[src/rtl/epcs_flash_responder_if.sv]
// rtl/epcs_flash_responder_if.sv - EPCS serial link and backing-memory port bundle
interface epcs_flash_responder_if #(
  parameter int MEM_AW = 16
);
  logic              epcs_dclk;
  logic              epcs_sce;
  logic              epcs_sdo;
  logic              epcs_data0;
  logic [MEM_AW-1:0] mem_addr;
  logic              mem_rd;
  logic [7:0]        mem_rdata;
  logic              mem_wr;
  logic [7:0]        mem_wdata;

  modport master (
    output epcs_dclk, epcs_sce, epcs_sdo, mem_rdata,
    input  epcs_data0, mem_addr, mem_rd, mem_wr, mem_wdata
  );

  modport slave (
    input  epcs_dclk, epcs_sce, epcs_sdo, mem_rdata,
    output epcs_data0, mem_addr, mem_rd, mem_wr, mem_wdata
  );
endinterface

[src/rtl/epcs_flash_responder.sv]
// rtl/epcs_flash_responder.sv - EPCS serial-flash device model serving a byte-wide memory port
// Optional EPCS_RESP_SILICON_ID_EN: opcode 0xAB returns SILICON_ID after 3 dummy bytes.
module epcs_flash_responder #(
  parameter int         MEM_AW      = 16,
  parameter int         PROG_CYCLES = 1024,
  parameter logic [7:0] SILICON_ID  = 8'h14
) (
  input  logic                  clk_clk,
  input  logic                  reset_n_reset_n,
  epcs_flash_responder_if.slave epcs,
  output logic                  busy
);
  typedef enum logic [3:0] {
    IDLE, CMD, ADDR, RD_DATA, WR_DATA, STATUS, ID_DUMMY, ID_OUT, IGNORE
  } state_t;

  localparam int CW = $clog2(PROG_CYCLES + 1);

  state_t            state, next_state;
  logic [1:0]        dclk_sync, sce_sync, sdo_sync;
  logic              dclk_d, sce_d;
  logic              dclk_s, sce_s, sdo_s;
  logic              rise, fall, sce_rise, byte_done;
  logic [2:0]        bit_cnt;
  logic [1:0]        byte_cnt;
  logic [6:0]        shift_in;
  logic [7:0]        in_byte, shift_out, out_src;
  logic [MEM_AW-2:0] addr_sr;
  logic              op_prog;
  logic              data0_q, mem_rd_q, mem_wr_q, rd_q;
  logic [MEM_AW-1:0] mem_addr_q;
  logic [7:0]        mem_wdata_q;
  logic              wel, wip;
  logic [CW-1:0]     prog_cnt;
  logic              pend_wren, pend_wrdi, wrote;
  logic              do_fetch, do_write, addr_load, load_stat, load_id, set_wren, set_wrdi;

  assign dclk_s    = dclk_sync[1];
  assign sce_s     = sce_sync[1];
  assign sdo_s     = sdo_sync[1];
  assign rise      = ~sce_s & dclk_s & ~dclk_d;
  assign fall      = ~sce_s & ~dclk_s & dclk_d;
  assign sce_rise  = sce_s & ~sce_d;
  assign byte_done = rise & (bit_cnt == 3'd7);
  assign in_byte   = {shift_in, sdo_s};
  // Read data arrives one cycle after mem_rd; a fall landing in that cycle takes it directly.
  assign out_src   = rd_q ? epcs.mem_rdata : shift_out;

  assign epcs.epcs_data0 = data0_q;
  assign epcs.mem_addr   = mem_addr_q;
  assign epcs.mem_rd     = mem_rd_q;
  assign epcs.mem_wr     = mem_wr_q;
  assign epcs.mem_wdata  = mem_wdata_q;
  assign busy            = wip;

  always_comb begin
    next_state = state;
    do_fetch   = 1'b0;
    do_write   = 1'b0;
    addr_load  = 1'b0;
    load_stat  = 1'b0;
    load_id    = 1'b0;
    set_wren   = 1'b0;
    set_wrdi   = 1'b0;
    if (sce_s) begin
      next_state = IDLE;
    end else begin
      case (state)
        IDLE, CMD: begin
          next_state = CMD;
          if (byte_done) begin
            if (wip && in_byte != 8'h05) begin
              next_state = IGNORE;
            end else begin
              case (in_byte)
                8'h03: next_state = ADDR;
                8'h02: next_state = wel ? ADDR : IGNORE;
                8'h05: begin
                  next_state = STATUS;
                  load_stat  = 1'b1;
                end
                8'h06: begin
                  next_state = IGNORE;
                  set_wren   = 1'b1;
                end
                8'h04: begin
                  next_state = IGNORE;
                  set_wrdi   = 1'b1;
                end
`ifdef EPCS_RESP_SILICON_ID_EN
                8'hAB: next_state = ID_DUMMY;
`endif
                default: next_state = IGNORE;
              endcase
            end
          end
        end
        ADDR: begin
          if (byte_done && byte_cnt == 2'd2) begin
            next_state = op_prog ? WR_DATA : RD_DATA;
            addr_load  = 1'b1;
            do_fetch   = ~op_prog;
          end
        end
        RD_DATA:  do_fetch  = byte_done;
        WR_DATA:  do_write  = byte_done;
        STATUS:   load_stat = byte_done;
        ID_DUMMY: begin
          if (byte_done && byte_cnt == 2'd2) begin
            next_state = ID_OUT;
            load_id    = 1'b1;
          end
        end
        ID_OUT:   load_id = byte_done;
        default:  ;
      endcase
    end
  end

  always_ff @(posedge clk_clk) begin
    if (!reset_n_reset_n) begin
      state       <= IDLE;
      dclk_sync   <= 2'b00;
      sce_sync    <= 2'b11;
      sdo_sync    <= 2'b00;
      dclk_d      <= 1'b0;
      sce_d       <= 1'b1;
      bit_cnt     <= '0;
      byte_cnt    <= '0;
      shift_in    <= '0;
      shift_out   <= '0;
      addr_sr     <= '0;
      op_prog     <= 1'b0;
      data0_q     <= 1'b0;
      mem_rd_q    <= 1'b0;
      mem_wr_q    <= 1'b0;
      rd_q        <= 1'b0;
      mem_addr_q  <= '0;
      mem_wdata_q <= '0;
      wel         <= 1'b0;
      wip         <= 1'b0;
      prog_cnt    <= '0;
      pend_wren   <= 1'b0;
      pend_wrdi   <= 1'b0;
      wrote       <= 1'b0;
    end else begin
      dclk_sync <= {dclk_sync[0], epcs.epcs_dclk};
      sce_sync  <= {sce_sync[0], epcs.epcs_sce};
      sdo_sync  <= {sdo_sync[0], epcs.epcs_sdo};
      dclk_d    <= dclk_s;
      sce_d     <= sce_s;
      state     <= next_state;
      mem_rd_q  <= do_fetch;
      mem_wr_q  <= do_write;
      rd_q      <= mem_rd_q;

      if (sce_s) begin
        bit_cnt   <= '0;
        byte_cnt  <= '0;
        data0_q   <= 1'b0;
        pend_wren <= 1'b0;
        pend_wrdi <= 1'b0;
        wrote     <= 1'b0;
      end else if (rise) begin
        bit_cnt  <= bit_cnt + 3'd1;
        shift_in <= in_byte[6:0];
        addr_sr  <= {addr_sr[MEM_AW-3:0], sdo_s};
        if (bit_cnt == 3'd7 && (state == ADDR || state == ID_DUMMY))
          byte_cnt <= byte_cnt + 2'd1;
        if (byte_done && (state == IDLE || state == CMD))
          op_prog <= (in_byte == 8'h02);
      end else if (fall) begin
        data0_q <= (state == RD_DATA || state == STATUS || state == ID_OUT) && out_src[7];
      end

      if (load_stat)    shift_out <= {6'b0, wel, wip};
      else if (load_id) shift_out <= SILICON_ID;
      else if (fall)    shift_out <= {out_src[6:0], 1'b0};
      else if (rd_q)    shift_out <= epcs.mem_rdata;

      if (set_wren) pend_wren <= 1'b1;
      if (set_wrdi) pend_wrdi <= 1'b1;
      if (do_write) begin
        mem_wdata_q <= in_byte;
        wrote       <= 1'b1;
      end

      // Program address advances after each write and wraps inside the 256-byte page.
      if (addr_load)     mem_addr_q      <= {addr_sr, sdo_s};
      else if (do_fetch) mem_addr_q      <= mem_addr_q + MEM_AW'(1);
      else if (mem_wr_q) mem_addr_q[7:0] <= mem_addr_q[7:0] + 8'd1;

      if (sce_rise && wrote) begin
        wip      <= 1'b1;
        prog_cnt <= CW'(PROG_CYCLES);
      end else if (wip) begin
        prog_cnt <= prog_cnt - CW'(1);
        if (prog_cnt == CW'(1)) wip <= 1'b0;
      end

      if (sce_rise) begin
        if (wrote)          wel <= 1'b0;
        else if (pend_wren) wel <= 1'b1;
        else if (pend_wrdi) wel <= 1'b0;
      end
    end
  end
endmodule

[src/flat_wrapper.sv]
// flat-port wrapper written by rule: the top's interface ports become plain ports
module epcs_flash_responder_flat 
#(
  parameter int         MEM_AW      = 16,
  parameter int         PROG_CYCLES = 1024,
  parameter logic [7:0] SILICON_ID  = 8'h14
)
  (clk_clk, reset_n_reset_n, busy, epcs_epcs_dclk, epcs_epcs_sce, epcs_epcs_sdo, epcs_mem_rdata, epcs_epcs_data0, epcs_mem_addr, epcs_mem_rd, epcs_mem_wr, epcs_mem_wdata);
  epcs_flash_responder_if #(.MEM_AW(MEM_AW)) epcs_i ();
  input  logic clk_clk;
  input  logic reset_n_reset_n;
  output logic busy;
  input wire logic [$bits(epcs_i.epcs_dclk)-1:0] epcs_epcs_dclk;
  input wire logic [$bits(epcs_i.epcs_sce)-1:0] epcs_epcs_sce;
  input wire logic [$bits(epcs_i.epcs_sdo)-1:0] epcs_epcs_sdo;
  input wire logic [$bits(epcs_i.mem_rdata)-1:0] epcs_mem_rdata;
  output wire logic [$bits(epcs_i.epcs_data0)-1:0] epcs_epcs_data0;
  output wire logic [$bits(epcs_i.mem_addr)-1:0] epcs_mem_addr;
  output wire logic [$bits(epcs_i.mem_rd)-1:0] epcs_mem_rd;
  output wire logic [$bits(epcs_i.mem_wr)-1:0] epcs_mem_wr;
  output wire logic [$bits(epcs_i.mem_wdata)-1:0] epcs_mem_wdata;
  assign epcs_i.epcs_dclk = epcs_epcs_dclk;
  assign epcs_i.epcs_sce = epcs_epcs_sce;
  assign epcs_i.epcs_sdo = epcs_epcs_sdo;
  assign epcs_i.mem_rdata = epcs_mem_rdata;
  assign epcs_epcs_data0 = epcs_i.epcs_data0;
  assign epcs_mem_addr = epcs_i.mem_addr;
  assign epcs_mem_rd = epcs_i.mem_rd;
  assign epcs_mem_wr = epcs_i.mem_wr;
  assign epcs_mem_wdata = epcs_i.mem_wdata;
  epcs_flash_responder #(.MEM_AW(MEM_AW), .PROG_CYCLES(PROG_CYCLES), .SILICON_ID(SILICON_ID)) u_core (.clk_clk(clk_clk), .reset_n_reset_n(reset_n_reset_n), .epcs(epcs_i), .busy(busy));
endmodule
[config.mk]
export PLATFORM = sky130hd
export DESIGN_NAME = epcs_flash_responder_flat
export DESIGN_NICKNAME = d
export VERILOG_FILES = /design/src/rtl/epcs_flash_responder_if.sv /design/src/rtl/epcs_flash_responder.sv /design/src/flat_wrapper.sv
export SDC_FILE = /design/constraint.sdc
export NUM_CORES = 1
export LEC_CHECK = 0
export ABC_CLOCK_PERIOD_IN_PS = 2800
export BUFFER_PORTS_ARGS = -buffer_cell sky130_fd_sc_hd__buf_2
export CORE_MARGIN = 2
export CORE_UTILIZATION = 50
export CTS_CLUSTER_DIAMETER = 40
export DETAILED_ROUTE_END_ITERATION = 8
export PLACE_DENSITY = 0.7
export SLEW_MARGIN = 10
export SYNTH_ARGS = -nofsm -noshare
export SYNTH_HDL_FRONTEND = slang
export SYNTH_SLANG_ARGS = --single-unit
export TNS_END_PERCENT = 1
[constraint.sdc]
create_clock -name clk_clk -period 2.8 [get_ports clk_clk]
set_input_delay 0.56 -clock clk_clk [delete_from_list [all_inputs] [get_ports clk_clk]]
set_output_delay 0.56 -clock clk_clk [all_outputs]
set_load 0.05 [all_outputs]
==> results of run 1 <==
-- layer usage --
layer  GRT usage (%)  vias up  part of all wire (%)
li1                -     1636                     -
met3           5.477       11                   5.3
met1           27.67     1581                    46
met2           34.93       82                    48
met4           5.429        0                   1.3
met5               0        -                     0
-- power by group through the flow --
stage / clock [mW] / sequential [mW] / combinational (mW)
2_1_floorplan: 0 / 1.24 / 0.0261
5_1_grt: 1.12 / 1.22 / 0.0490
3_5_place_dp: 0 / 1.25 / 0.0442
6_report: 1.05 / 1.22 / 0.0441
3_3_place_gp: 0 / 1.25 / 0.0436
4_1_cts: 1.07 / 1.22 / 0.0444
-- path summary, 6_finish.rpt --
kind | end | depth (start not counted) | from
max | u_core.epcs.mem_addr[0] | 8 | u_core.bit_cnt[0]
min | u_core.sce_sync[0] | 2 | epcs_epcs_sce
max reg2reg | u_core.epcs.mem_addr[0] | 8 | u_core.bit_cnt[0]
min reg2reg | u_core.sce_sync[1] | 1 | u_core.sce_sync[0]
-- logic make-up (layout without fill, tap and decap cells) --
family / count (synthesis) / in the layout / synth area share [%]
AO/OA/AOI/OAI: 89 / 89 / 14.30
flip-flops: 85 / 85 / 44.42
multiplexers: 19 / 19 / 6.630
adder cells (fa/ha/maj): 6 / 6 / 1.959
AND/OR/NAND/NOR: 196 / 196 / 25.51
buffers and inverters: 36 / 75 / 3.984
XOR/XNOR: 14 / 14 / 3.201
-- placed cells by master (no fill, tap or decap), drive strengths merged, types with 3 or more instances in the layout --
master and count:
bufinv 3, nor2b 10, nor4b 3, ha 6, inv 14, buf 47
and2 9, a21oi 38, clkbuf 9, o21ai 13, xor2 6, xnor2 8
mux2i 13, a22oi 7, nor4 6, a211oi 6, o22ai 7, dfxtp 85
nand3 9, nand2 66, or3 8, nor3b 4, and4 3, nor3 6
nand4 7, nor2 48, o211ai 4, nand2b 6, mux4 5
-- state kept, by name, indices dropped and copies added (netlist names), 2 cells and up --
register               count
u_core.addr_sr            15
u_core.bit_cnt             3
u_core.byte_cnt            2
u_core.dclk_sync           2
u_core.epcs.mem_addr      16
u_core.epcs.mem_wdata      8
u_core.prog_cnt           11
u_core.sce_sync            2
u_core.sdo_sync            2
u_core.shift_out           8
u_core.state               4
-- layout make-up --
cell class                      instances  area (µm²)
Multi-Input combinational cell        324        1977
Timing Repair Buffer                   47       252.7
Inverter                               12       45.04
Sequential cell                        85        1702
Tap cell                               99       123.9
Clock buffer                            9       123.9
Clock inverter                          7       120.1
Fill cell                             642        2987
-- critical path, delay by kind of cell (launching register included) --
family | cells | cell delay [ns]
buffers and inverters | 1 | 0.18
adder cells (fa/ha/maj) | 2 | 0.31
flip-flops | 1 | 0.35
AO/OA/AOI/OAI | 1 | 0.12
AND/OR/NAND/NOR | 4 | 1.27
==> impl_metrics.ini, run 1 <==
[placement]
place_congestion = 0.9175
dp_cells = 567
io_buffers = 40
pre_cts_ws_ns = 0.5476
placed_area_um2 = 4100
dp_hpwl_mm = 5.891

[floorplan]
die_area_um2 = 8379
die_w_um = 91.54
io-pin-count = 41
coreArea_um2 = 7331
rows = 31
die_y_um = 91.54
initial_utilization_pct = 52.26

[yosys]
synth_most_common_cell = dfxtp_1
synth_edf_count = 0
synth_top_cells_by_count = dfxtp_1, nand2_1, nor2_1
netlist_area_um2 = 3831
ys.flop_type = dfxtp_1
ys_top_cells_by_area = dfxtp_1, nand2_1, a21oi_1
yosysTopAreaCellShare_pct = 44.42
synthesis.nets = 464
ys_seq_area_share_pct = 44.42
synth_area_leader_cell = dfxtp_1
ys_ff_latch = 85
synth_cell_type_count = 53
syn_inst = 445
ys_async_sr_fraction_pct = 0
synth_area_per_cell_um2 = 8.609
synth_warnings = 0

[setup_path]
endpoint_kind = register
cp-start-kind = register
ff2ff_setup_slack_ns = 0.51
path_cells = ha_1 > ha_1 > nand4bb_1 > buf_4 > or3_1 > nor2b_1 > or3_1 > a21oi_1
crit_fanout = 11
arrival_ns = 2.59
cp_slowest_stage_delay_ns = 0.54
critPathKind = reg -> reg
critPathSlowestCell = or3_1
cp.required_ns = 3.10

[clocking]
cts_tree = built
ctsHoldBuffers = 0
cts_buffers = 9
cts-htree-levels = 3
ctsRootBufferMaster = clkbuf_8
clkLatencyLatePin_ns = 0.37
clk_pin_slew_ns = 0.08
cts_sinks = 85
clockBufferDepth = 2
post_cts_buffers = 0
cts_resized = 0

[detailed_routing]
drtIter0Drc = 169
drtAntennaViolNets = 0
dr_total_vias = 3310
vias_per_cell = 5.678
wire_per_inst_um = 14.65
drc = 0
wl_mm = 8.543
first_pass_iters = 4

[timing]
finalSetupTns_ns = 0
setup_violations = 0
fin_hold_ws_ns = 0.3725
relSlewSlack_pct = 51.40
finalHoldViolations = 0
fin_crit_sh_pct = 81.86
finClkSkew_ns = 0.009285
setup_ws_ns = 0.5078
fin_crit_ns = 2.292
slew_violations = 0
tightest_slew_ns = 0.7267
rsz0062_at_grt = false
fmax_mhz = 436.3

[flow_run]
maxCapViolations = 0

[power]
intPower_mw = 1.825
p_sw_share_pct = 21.18
p_per_area_nw_per_um2 = 533.1
clkPwrFrac_pct = 45.5
ir_drop_mv = 0.4135
p_switching_mw = 0.4906
power.total_mw = 2.316
leakage_nw = 1.627
share_comb_of_total_power_pct = 1.9
power_frac_seq_pct = 52.6

[worst_hold_path]
hp-class = in -> reg

[grt]
grt_pass1_wl_mm = 14.35
grt_max_degree = 25
grt_pass1_vias = 3059
antenna_found_initial = 0
overflow = 0
grt.total_usage_pct = 21.21

[finish]
final_core_util_pct = 59.26
final_nets = 498
n_antenna_cell = 0
postLayoutCellArea_um2 = 4344
fin_cells = 583
drive_gt1_share_pct = 14.67
area_growth_pct = 13.39

[outcome]
status = completed
No activity file was read; power rests on OpenSTA's default activity.
==> run 2, diff against run 1 <==
--- a/config.mk
+++ b/config.mk
@@ -5,13 +5,13 @@
 export SDC_FILE = /design/constraint.sdc
 export NUM_CORES = 1
 export LEC_CHECK = 0
-export ABC_CLOCK_PERIOD_IN_PS = 2800
+export ABC_CLOCK_PERIOD_IN_PS = 2000
 export BUFFER_PORTS_ARGS = -buffer_cell sky130_fd_sc_hd__buf_2
 export CORE_MARGIN = 2
 export CORE_UTILIZATION = 50
 export CTS_CLUSTER_DIAMETER = 40
 export DETAILED_ROUTE_END_ITERATION = 8
-export PLACE_DENSITY = 0.7
+export PLACE_DENSITY = 0.72
 export SLEW_MARGIN = 10
 export SYNTH_ARGS = -nofsm -noshare
 export SYNTH_HDL_FRONTEND = slang
==> constraint.sdc (replaced) <==
create_clock -name clk_clk -period 2 [get_ports clk_clk]
set_input_delay 0.4 -clock clk_clk [delete_from_list [all_inputs] [get_ports clk_clk]]
set_output_delay 0.4 -clock clk_clk [all_outputs]
set_load 0.05 [all_outputs]
==> impl_metrics.ini, run 2 (synthesized netlist as in run 1, its figures left out) <==
[clocking]
clkLatencyLatePin_ns = 0.37
ctsHoldBuffers = 0
post_cts_buffers = 0
cts_buffers = 9
cts_sinks = 85
cts_tree = built
ctsRootBufferMaster = clkbuf_8
cts-htree-levels = 3
clk_pin_slew_ns = 0.09
clockBufferDepth = 2

[floorplan]
io-pin-count = 41
initial_utilization_pct = 52.26
die_y_um = 91.54
die_w_um = 91.54
coreArea_um2 = 7331
rows = 31
die_area_um2 = 8379

[setup_path]
cp-start-kind = register
endpoint_kind = register
r2r-end = u_core.epcs.mem_addr[12]
arrival_ns = 2.20
ff2ff_setup_slack_ns = 0.1
critPathKind = reg -> reg
r2r-start = u_core.bit_cnt[0]
crit_fanout = 8
r2r_cells = 7
cp.required_ns = 2.30
crit_start = u_core.bit_cnt[0]

[finish]
area_growth_pct = 17.34
layout.cells.most_common = dfxtp_1
fin_cells = 600
final_nets = 515
n_antenna_cell = 0
fill_cells = 647
largest_reg_flops = 16
layout_common_cells = dfxtp_1, nand2_1, nor2_1
drive_gt1_share_pct = 19.76

[grt]
grt_pass1_wl_mm = 14.70
grt.total_usage_pct = 21.78
antenna_found_initial = 0
overflow = 0
grt_pass1_vias = 3235
grt_max_degree = 25

[timing]
fin_crit_ns = 1.900
finalHoldViolations = 0
tightest_slew_ns = 0.5740
fin_crit_sh_pct = 95.02
fmax_mhz = 526.2
rsz0062_at_grt = true
relSlewSlack_pct = 61.38
setup_violations = 0
finClkSkew_ns = 0.008912
slew_violations = 0
finalSetupTns_ns = 0

[detailed_routing]
drtIter0Drc = 223
first_pass_iters = 4
wire_per_inst_um = 14.61
drtAntennaViolNets = 0
vias_per_cell = 5.538
wl_mm = 8.765
dr_total_vias = 3323
drc = 0

[placement]
io_buffers = 40
dp_hpwl_mm = 6.150
place_congestion = 0.9161
dp_cells = 584

[power]
p_per_area_nw_per_um2 = 673.2
ir_drop_mv = 0.4423
leakage_nw = 1.707

[worst_hold_path]
min_from = epcs_epcs_sce
hp-class = in -> reg
holdPathEnd = u_core.sce_sync[0]
holdPathStages = 2

[outcome]
status = completed

[flow_run]
maxCapViolations = 0
run 2: routing by layer:
metal / wire (µm) / global-route usage, %
met5: 0 / 0
met4: 150 / 8.333
met1: 3996 / 27.15
met2: 4191 / 35.60
met3: 426 / 6.141
run 2: repair_timing:
item / in CTS / in global routing
endpoints found under the hold margin: 0 / 0
setup endpoints to repair: 0 / 27
resized for setup: 0 / 12
run 2: area by class of cell:
| cell class | count | area, µm² | area share (%) |
|---|---|---|---|
| clock inverters | 7 | 82.58 | 1.837 |
| flip-flops and latches | 85 | 1704 | 37.91 |
| clock buffers | 9 | 123.9 | 2.755 |
| well taps | 99 | 123.9 | 2.755 |
| inverters | 12 | 45.04 | 1.002 |
| repair buffers | 64 | 396.6 | 8.823 |
| multi-input cells | 324 | 2019 | 44.92 |
run 2: where the power goes:
group	internal (mW)	switching, mW
registers	1.70	0.00453
logic	0.0241	0.0428
clock network	0.598	0.659
total	2.32	0.706
run 2: worst max-delay path by stage:
| stage | cells after the start | to |
|---|---|---|
| 2_1_floorplan | 9 | u_core.epcs.mem_addr[0] |
| 3_3_place_gp | 7 | u_core.shift_out[0] |
| 3_5_place_dp | 8 | u_core.epcs.mem_wdata[1] |
| 4_1_cts | 7 | u_core.shift_out[0] |
| 5_1_grt | 9 | u_core.epcs.mem_addr[12] |
| 6_report | 7 | u_core.epcs.mem_addr[12] |
run 2: worst max-delay path: stages, from the launching register on:
cell	delay [ns]
dfxtp_2	0.34
ha_1	0.14
ha_1	0.15
nand4bb_1	0.12
buf_4	0.19
or3_1	0.38
or3b_1	0.36
a31oi_1	0.16
run 2: through the flow:
stage               cell area (µm²)  hold WS [ns]  worst slack [ns]  power [mW]  util, %
finish                         4496        0.2106           0.09961       3.026    61.32
global route                   4496        0.2170          -0.01138       3.137    61.32
CTS                            4447        0.2033           0.04881       3.061    60.66
detailed placement             4240        0.3966           0.07652       1.809    57.84
global placement               4240        0.3913            0.1013       1.808    57.84
floorplan                      3831        0.3863           0.02343       1.778        -
